### config.mk
export PLATFORM = sky130hd
export DESIGN_NAME = pipe_hazard_ctrl
export DESIGN_NICKNAME = d
export VERILOG_FILES = /design/src/rtl/pipe_hazard_ctrl.sv
export SDC_FILE = /design/constraint.sdc
export NUM_CORES = 1
export LEC_CHECK = 0
export BUFFER_PORTS_ARGS = -buffer_cell sky130_fd_sc_hd__buf_4
export CAP_MARGIN = 40
export CORE_AREA = 2 2 39 41
export CTS_CLUSTER_DIAMETER = 100
export DETAILED_ROUTE_END_ITERATION = 8
export DIE_AREA = 0 0 41 43
export GPL_TIMING_DRIVEN = 0
export PLACE_DENSITY = 0.51
export SLEW_MARGIN = 20
export SYNTH_ARGS = -nofsm -noshare
export SYNTH_HDL_FRONTEND = slang
export SYNTH_SLANG_ARGS = --single-unit
### constraint.sdc
create_clock -name clk -period 1.16 [get_ports clk]
set_input_delay 0.232 -clock clk [delete_from_list [all_inputs] [get_ports clk]]
set_output_delay 0.232 -clock clk [all_outputs]
set_load 0.005 [all_outputs]
### src/rtl/pipe_hazard_ctrl.sv
// Stall/flush controller for the 16-bit pipeline: load-use bubbles, branch squash, data-memory waits.
// Define PIPE_HAZARD_CTRL_PERF_EN to add saturating stall/flush/bubble performance counters.
module pipe_hazard_ctrl #(
    parameter int REG_W        = 4,
    parameter int FLUSH_CYCLES = 1,
    parameter int PERF_W       = 16
) (
    input  logic             clk,
    input  logic             rst,
    input  logic [REG_W-1:0] id_rs1,
    input  logic [REG_W-1:0] id_rs2,
    input  logic             id_use_rs1,
    input  logic             id_use_rs2,
    input  logic             ex_memread,
    input  logic [REG_W-1:0] ex_rd,
    input  logic             ex_branch_taken,
    input  logic             mem_req,
    input  logic             mem_ack,
    output logic             pc_en,
    output logic             ifid_en,
    output logic             ifid_flush,
    output logic             idex_en,
    output logic             idex_bubble,
    output logic             exmem_en,
    output logic [1:0]       ctrl_state
`ifdef PIPE_HAZARD_CTRL_PERF_EN
    ,
    output logic [PERF_W-1:0] perf_stall_cycles,
    output logic [PERF_W-1:0] perf_flushes,
    output logic [PERF_W-1:0] perf_ld_bubbles
`endif
);

    typedef enum logic [1:0] {
        RUN     = 2'b00,
        FLUSH   = 2'b01,
        MEMWAIT = 2'b10
    } state_e;

    localparam logic [3:0] FCNT_RELOAD = 4'(FLUSH_CYCLES - 1);
    localparam bit         MULTI_FLUSH = (FLUSH_CYCLES > 1);

    if (FLUSH_CYCLES < 1 || FLUSH_CYCLES > 15) begin : g_bad_flush_cycles
        $error("FLUSH_CYCLES must be in 1..15");
    end
    if (PERF_W < 1) begin : g_bad_perf_w
        $error("PERF_W must be at least 1");
    end

    state_e     state_q, state_d;
    logic [3:0] fcnt_q, fcnt_d;
    logic       memstall;
    logic       loaduse;
    logic       run_eval;

    assign memstall = mem_req & ~mem_ack;
    assign loaduse  = ex_memread &
                      ((id_use_rs1 & (id_rs1 == ex_rd)) |
                       (id_use_rs2 & (id_rs2 == ex_rd)));

    assign ctrl_state = state_q;

    always_comb begin
        pc_en       = 1'b1;
        ifid_en     = 1'b1;
        ifid_flush  = 1'b0;
        idex_en     = 1'b1;
        idex_bubble = 1'b0;
        exmem_en    = 1'b1;
        state_d     = state_q;
        fcnt_d      = fcnt_q;
        run_eval    = 1'b0;

        case (state_q)
            MEMWAIT: begin
                // EX and ID are held, so branch/load-use only count once the access completes
                if (!mem_ack) begin
                    pc_en    = 1'b0;
                    ifid_en  = 1'b0;
                    idex_en  = 1'b0;
                    exmem_en = 1'b0;
                end else begin
                    state_d  = RUN;
                    run_eval = 1'b1;
                end
            end
            FLUSH: begin
                if (memstall) begin
                    pc_en    = 1'b0;
                    ifid_en  = 1'b0;
                    idex_en  = 1'b0;
                    exmem_en = 1'b0;
                end else if (ex_branch_taken) begin
                    ifid_flush  = 1'b1;
                    idex_bubble = 1'b1;
                    fcnt_d      = FCNT_RELOAD;
                end else begin
                    ifid_flush = 1'b1;
                    fcnt_d     = fcnt_q - 4'd1;
                    if (fcnt_q <= 4'd1) begin
                        state_d = RUN;
                    end
                end
            end
            default: begin
                // RUN, and the unused encoding which behaves as RUN
                if (memstall) begin
                    pc_en    = 1'b0;
                    ifid_en  = 1'b0;
                    idex_en  = 1'b0;
                    exmem_en = 1'b0;
                    state_d  = MEMWAIT;
                end else begin
                    run_eval = 1'b1;
                end
            end
        endcase

        if (run_eval) begin
            if (ex_branch_taken) begin
                ifid_flush  = 1'b1;
                idex_bubble = 1'b1;
                if (MULTI_FLUSH) begin
                    state_d = FLUSH;
                    fcnt_d  = FCNT_RELOAD;
                end
            end else if (loaduse) begin
                pc_en       = 1'b0;
                ifid_en     = 1'b0;
                idex_bubble = 1'b1;
            end
        end

        if (rst) begin
            pc_en       = 1'b0;
            ifid_en     = 1'b0;
            ifid_flush  = 1'b1;
            idex_en     = 1'b0;
            idex_bubble = 1'b1;
            exmem_en    = 1'b0;
            state_d     = RUN;
            fcnt_d      = 4'd0;
        end
    end

    always_ff @(posedge clk) begin
        if (rst) begin
            state_q <= RUN;
            fcnt_q  <= 4'd0;
        end else begin
            state_q <= state_d;
            fcnt_q  <= fcnt_d;
        end
    end

`ifdef PIPE_HAZARD_CTRL_PERF_EN
    logic [PERF_W-1:0] perf_stall_q;
    logic [PERF_W-1:0] perf_flush_q;
    logic [PERF_W-1:0] perf_ldb_q;
    logic              branch_ev;
    logic              ldb_ev;

    function automatic logic [PERF_W-1:0] sat_inc(input logic [PERF_W-1:0] v);
        return (&v) ? v : v + PERF_W'(1);
    endfunction

    // Flush+bubble only coincide on an acted-on branch; held IF/ID plus bubble only on a load-use
    assign branch_ev = ifid_flush & idex_bubble;
    assign ldb_ev    = ~ifid_en & idex_bubble;

    always_ff @(posedge clk) begin
        if (rst) begin
            perf_stall_q <= '0;
            perf_flush_q <= '0;
            perf_ldb_q   <= '0;
        end else begin
            if (memstall | loaduse) perf_stall_q <= sat_inc(perf_stall_q);
            if (branch_ev)          perf_flush_q <= sat_inc(perf_flush_q);
            if (ldb_ev)             perf_ldb_q   <= sat_inc(perf_ldb_q);
        end
    end

    assign perf_stall_cycles = perf_stall_q;
    assign perf_flushes      = perf_flush_q;
    assign perf_ld_bubbles   = perf_ldb_q;
`endif

endmodule

After elaboration in Yosys (flattened, before gate mapping)
Index checks and enable logic that the tools add are counted.
- add/subtract/negate cells: 1
- order comparisons: 1
- eq/ne operators: 8
- mux-type cells: 27
- bitwise gates (word level): 7
- reduce and logical (&&, ||, !) cells: 3
- operators by type and width (kind ; number):
    two-way mux 1 bit ; 19
    two-way mux 2 bit ; 5
    == test 4 bit ; 2
    != test 2 bit (second input constant) ; 4
    AND reduction 5 bit ; 1
    bitwise AND 1 bit ; 4
    <= comparator 4 x 1 -> 1 bit (second input constant) ; 1
    two-way mux 4 bit ; 1
    case mux 2 bit (2 select lines) ; 1
    subtractor 4 x 1 -> 4 bit (second input constant) ; 1
    nonzero test 3 bit ; 1
    == test 2 x 1 -> 1 bit (second input constant) ; 1
    == test 2 bit (second input constant) ; 1
    inverter 1 bit ; 2
    case mux 1 bit (2 select lines) ; 1
    AND reduction 2 bit ; 1
    OR 1 bit ; 1
- flip-flop bits (word level): 6
- input port bits: 20
- output and inout bits: 8
- logic and storage cells: 49

Longest topological paths before layout
- depth after elaboration: 8
- depth in mapped cells: 5
- gate-level depth less buffers: 4

Least setup slack after synthesis
OpenSTA, ideal clock, no wires.
- kind: reg2out
- start point: register state_q[1], in the netlist ctrl_state[1]
- end point: output pc_en
- arrival time: 1.094 ns
- required time: 0.928 ns
- slack: -0.166 ns
- stages on the path, launching flop included: 6
- path buffers: 1
- path through: dfxtp_1 o21bai_4 and2b_2 o21ai_0 a31oi_1 buf_4
- word-level cells in the longest chain between the ends: 6
- elaborated cells on any way between the ends: 8
- classes of those cells: eq/ne: 2; mux: 6
- ends and longest elaborated chain (element ; line ; RTL):
    start: declaration ; 50 ; state_e state_q, state_d;
    start signal: assignment ; 151 ; state_q <= state_d;
    == test 2 bit ; -- ;
    two-way mux 1 bit (3 in series) ; -- ;
    two-way mux 1 bit * (2 in series) ; -- ;
    end: declaration ; 19 ; output logic pc_en,
Every way passes the cells marked *; elsewhere a longest branch is shown, timed or not.

Final worst setup path
- start point: input id_rs2[2]
- end point: output pc_en
- word-level cells in the longest chain between the ends: 8
- ends and longest elaborated chain (element ; line ; RTL):
    start: declaration ; 11 ; input logic [REG_W-1:0] id_rs2,
    == test 4 bit ; 59 ; (id_use_rs2 & (id_rs2 == ex_rd)));
    bitwise AND 1 bit ; 59 ;
    OR 1 bit ; 58 ; ((id_use_rs1 & (id_rs1 == ex_rd)) |
    bitwise AND 1 bit ; 57 ; assign loaduse = ex_memread &
    two-way mux 1 bit ; 127 ; end else if (loaduse) begin
    two-way mux 1 bit ; 120 ; if (ex_branch_taken) begin
    two-way mux 1 bit ; 119 ; if (run_eval) begin
    two-way mux 1 bit ; 134 ; if (rst) begin
No other way between the ends.

==> impl_table.tex <==
\begin{tabular}{lr}
\hline
Metric & Value \\
\hline
\multicolumn{2}{l}{\textbf{Outcome}} \\
\quad Run status & finished with violations \\
\quad Violations in the final reports & negative setup slack \\
\multicolumn{2}{l}{\textbf{Layout}} \\
\quad Storage element area & 21.27 sq um \\
\quad Number of nets at the end of the flow & 78 \\
\quad Design area & just over 500 sq um \\
\quad Fraction of final layout cells with drive strength greater than 1 & 67.86\% \\
\quad Area taken by multi-input logic gates & around 190 sq um \\
\quad Core utilization of the finished layout & a little under two fifths \\
\quad Area growth from synthesis to layout & 132.4\% \\
\quad Number of diodes added for antenna fixing & 0 \\
\quad Filler cells & $\sim$150 \\
\quad Max reg flops & 1 \\
\multicolumn{2}{l}{\textbf{Floorplan}} \\
\quad Core region area & between 0.001 and 0.0015 sq mm \\
\quad Area of the die & $\sim$0.0018 sq mm \\
\quad I/O Pins & 28 \\
\quad Die boundary width & between 40 and 50 um \\
\quad Y dimension of the die & $\sim$43 um \\
\quad Cell row count & 14 \\
\quad Effective utilization at floorplan & 15.91\% \\
\multicolumn{2}{l}{\textbf{Setup path}} \\
\quad Crit-path leading delay family & simple AND/OR/NAND/NOR gates \\
\quad Startpoint type of the worst setup path & input pin \\
\quad Slowest library cell on the worst path & nor4\_4 \\
\quad Critical-path cell list & buf\_6 -> xnor2\_2 -> nand2\_2 -> nor4\_4 -> a31oi\_1 -> buf\_4 -> buf\_6 \\
\quad Crit path DAT & $\sim$1200 ps \\
\quad Critical path data required time & roughly 930 ps \\
\quad Category of the most critical setup path & in2out \\
\quad Stage delay of the slowest cell on the critical path & 270 ps \\
\quad Most frequent CP cell & buf\_6 \\
\quad Maximum fanout encountered on the critical timing path & 2 \\
\quad Worst setup EP type & primary output \\
\quad CP bufs+invs & 3 \\
\multicolumn{2}{l}{\textbf{Synth}} \\
\quad Syn\_nets & 47 \\
\quad Synth area leader & xnor2\_1 \\
\quad Largest family of logic cells by synthesized area & XOR/XNOR gates \\
\quad Mean area per synthesized cell & roughly 8.2 sq um \\
\quad Cell types occupying the most area after synthesis & xnor2\_1 (20\%), xor2\_1 (12\%), buf\_4 (10\%), dfxtp\_1 (9.1\%), o21bai\_4 (8.5\%) \\
\quad Synth Flop Type & dfxtp\_1 \\
\quad Portion of the post-synthesis area used by sequential elements & a little under a tenth \\
\quad Count of unique library cells instantiated by Yosys & 18 \\
\quad Synth Area in Simple Gates & approximately a fifth \\
\quad Share of the synthesized netlist area taken by xor and xnor gates & roughly a third \\
\quad Synth Area in Compound Gates & between 20\% and 30\% \\
\quad Commonest cells in the synthesized netlist & xnor2\_1 (5), buf\_4 (3), xor2\_1 (3) \\
\quad Cell with the most instances after synthesis & xnor2\_1 \\
\quad Flops \& latches, synth & 1 \\
\quad Post-Syn Area & 220.2 sq um \\
\quad Portion of netlist area occupied by mux cells & 0\% \\
\quad Number of synthesized flops with an enable pin & 0 \\
\quad Number of warnings printed during yosys synthesis & 0 \\
\quad Post-synth ARST share & 0\% \\
\quad Gate Count Post-Synth & 27 \\
\quad Top cell type's share of synthesized area & between 10\% and 20\% \\
\quad Synthesized-area fraction occupied by adder cells & 0\% \\
\multicolumn{2}{l}{\textbf{Route}} \\
\quad First-pass detailed-route iteration total & 1 \\
\quad Final antenna-violating net count & 0 \\
\quad DR DRC count & 0 \\
\quad Via-per-instance ratio & roughly 4.2 \\
\quad Via Count & roughly 300 \\
\quad Drt first-iter violations & 0 \\
\quad Final routed wire length divided by cell count & roughly 9 um \\
\quad Detailed-route wire length & between 600 and 700 um \\
\multicolumn{2}{l}{\textbf{Place}} \\
\quad Worst slack, placed & -340.3 ps \\
\quad Final HPWL from detailed placement & 572.5 um \\
\quad Number of port buffers & 26 \\
\quad Routability-driven placement congestion ratio & 0.6050 \\
\quad Area after DPL & 436.7 sq um \\
\multicolumn{2}{l}{\textbf{Clocking}} \\
\quad CTS clk-pin slew, worst paths & 0 ps \\
\quad Hold-fix buffer count after cts & 0 \\
\quad Clk\_lat worst skew & 0 ps \\
\multicolumn{2}{l}{\textbf{STA}} \\
\quad Final Hold Fails & 0 \\
\quad Count of final setup violators & 3 \\
\quad Unrepaired setup endpoints after global routing & true \\
\quad Crit path setup slack, layout & -280.6 ps \\
\quad Maximum achievable frequency & a little under 700 MHz \\
\quad Max-slew violation count & 0 \\
\quad Minimum period implied by the final worst setup slack & about 1400 ps \\
\quad Maximum clock skew at final layout & 0 ps \\
\quad Period utilisation layout & 124.2\% \\
\multicolumn{2}{l}{\textbf{Global route}} \\
\quad Wire length of the first global-routing pass & 959 um \\
\quad Initial antenna violation count & 0 \\
\quad GRT Resource Usage Total & 7.193\% \\
\quad Congestion Overflow GR & 0 \\
\quad Via count of the first global-routing pass & 271 \\
\quad Pin count of the biggest net entering global routing & 5 \\
\multicolumn{2}{l}{\textbf{Pwr}} \\
\quad Leakage power of the design & between 0.2 and 0.25 nW \\
\quad Maximum VDD drop & 0.1271 mV \\
\quad Sum of internal, switching and leakage power & approximately 0.22 mW \\
\quad Power per unit of standard cell area & 431.3 mW/mm\^{}2 \\
\multicolumn{2}{l}{\textbf{Job}} \\
\quad MaxCap Viol Count & 0 \\
\multicolumn{2}{l}{\textbf{Min path}} \\
\quad Min-delay worst type & in2reg \\
\hline
\end{tabular}
-- cells in the final DEF (no fill, tap or decap) --
cell type	Yosys	final
nor2_1	1	1
nor4_4	0	1
buf_4	3	23
buf_6	0	9
a31oi_1	1	1
nand2_2	0	1
a31o_1	1	1
o21ai_1	0	1
nand4_1	2	2
o21bai_1	1	1
nand3_1	1	1
inv_1	1	1
xnor2_1	5	4
o21bai_4	1	1
dfxtp_2	0	1
a21o_1	1	1
xor2_1	3	3
conb_1	1	1
xnor2_2	0	1
and2b_2	1	1
-- final cells by class --
type | instances | area share, %
tap | 16 | 3.912
sequential | 1 | 4.156
multi-input combinational | 22 | 37.65
buffer | 3 | 5.134
inverter | 1 | 0.7335
timing repair buffer | 29 | 48.41
-- kinds of logic (layout without fill, tap and decap cells) --
kind of cell              Yosys count  count (layout)
AOI/OAI and AO/OA                   6               6
xor gates and xnor gates            8               8
buffers and inverters               4              33
DFF                                 1               1
other                               1               1
and+or+nand+nor                     7               7
-- layer usage --
| layer | global-route usage [%] | up-vias | wire length [um] |
|---|---|---|---|
| met3 | 2.094 | 0 | 147 |
| met2 | 14.69 | 22 | 315 |
| met4 | 0 | 0 | 0 |
| li1 | - | 148 | - |
| met5 | 0 | - | 0 |
| met1 | 6.646 | 132 | 190 |
-- stage by stage --
| stage | std cells | hold WS (ps) | TNS (ps) |
|---|---|---|---|
| finish | 72 | 402.5 | -730.1 |
| global route | 72 | 416.2 | -991.5 |
| CTS | 72 | 404.1 | -729.9 |
| detailed placement | 69 | 405.1 | -877.0 |
| global placement | 69 | 404.0 | -850.1 |
| floorplan | 27 | 297.0 | -114.3 |
-- where the power goes --
| group | internal (mW) | switching [mW] |
|---|---|---|
| clock network | 0 | 0 |
| registers | 0.0372 | 0.00152 |
| logic | 0.119 | 0.0627 |
| total | 0.157 | 0.0642 |
-- repair_timing --
| action | CTS | global route |
|---|---|---|
| gates resized for setup | 6 | 6 |
| pin swaps | 4 | 4 |
| setup buffers | 3 | 0 |
| setup endpoints to repair | 4 | 4 |
-- final timing paths --
check	start	to	cells after the start	slack [ps]
setup reg to reg	ctrl_state[1]$_SDFFE_PP0P_	ctrl_state[1]$_SDFFE_PP0P_	3	450
hold reg to reg	ctrl_state[1]$_SDFFE_PP0P_	ctrl_state[1]$_SDFFE_PP0P_	3	620
setup / recovery	id_rs2[2]	pc_en	7	-280
hold / removal	rst	ctrl_state[1]$_SDFFE_PP0P_	2	400
-- worst reg2reg max path, stage by stage (launching register included) --
cell and delay (ps):
dfxtp_2 310, o21bai_4 120, buf_4 130, nor2_1 30
(Power assumes the default switching activity.)
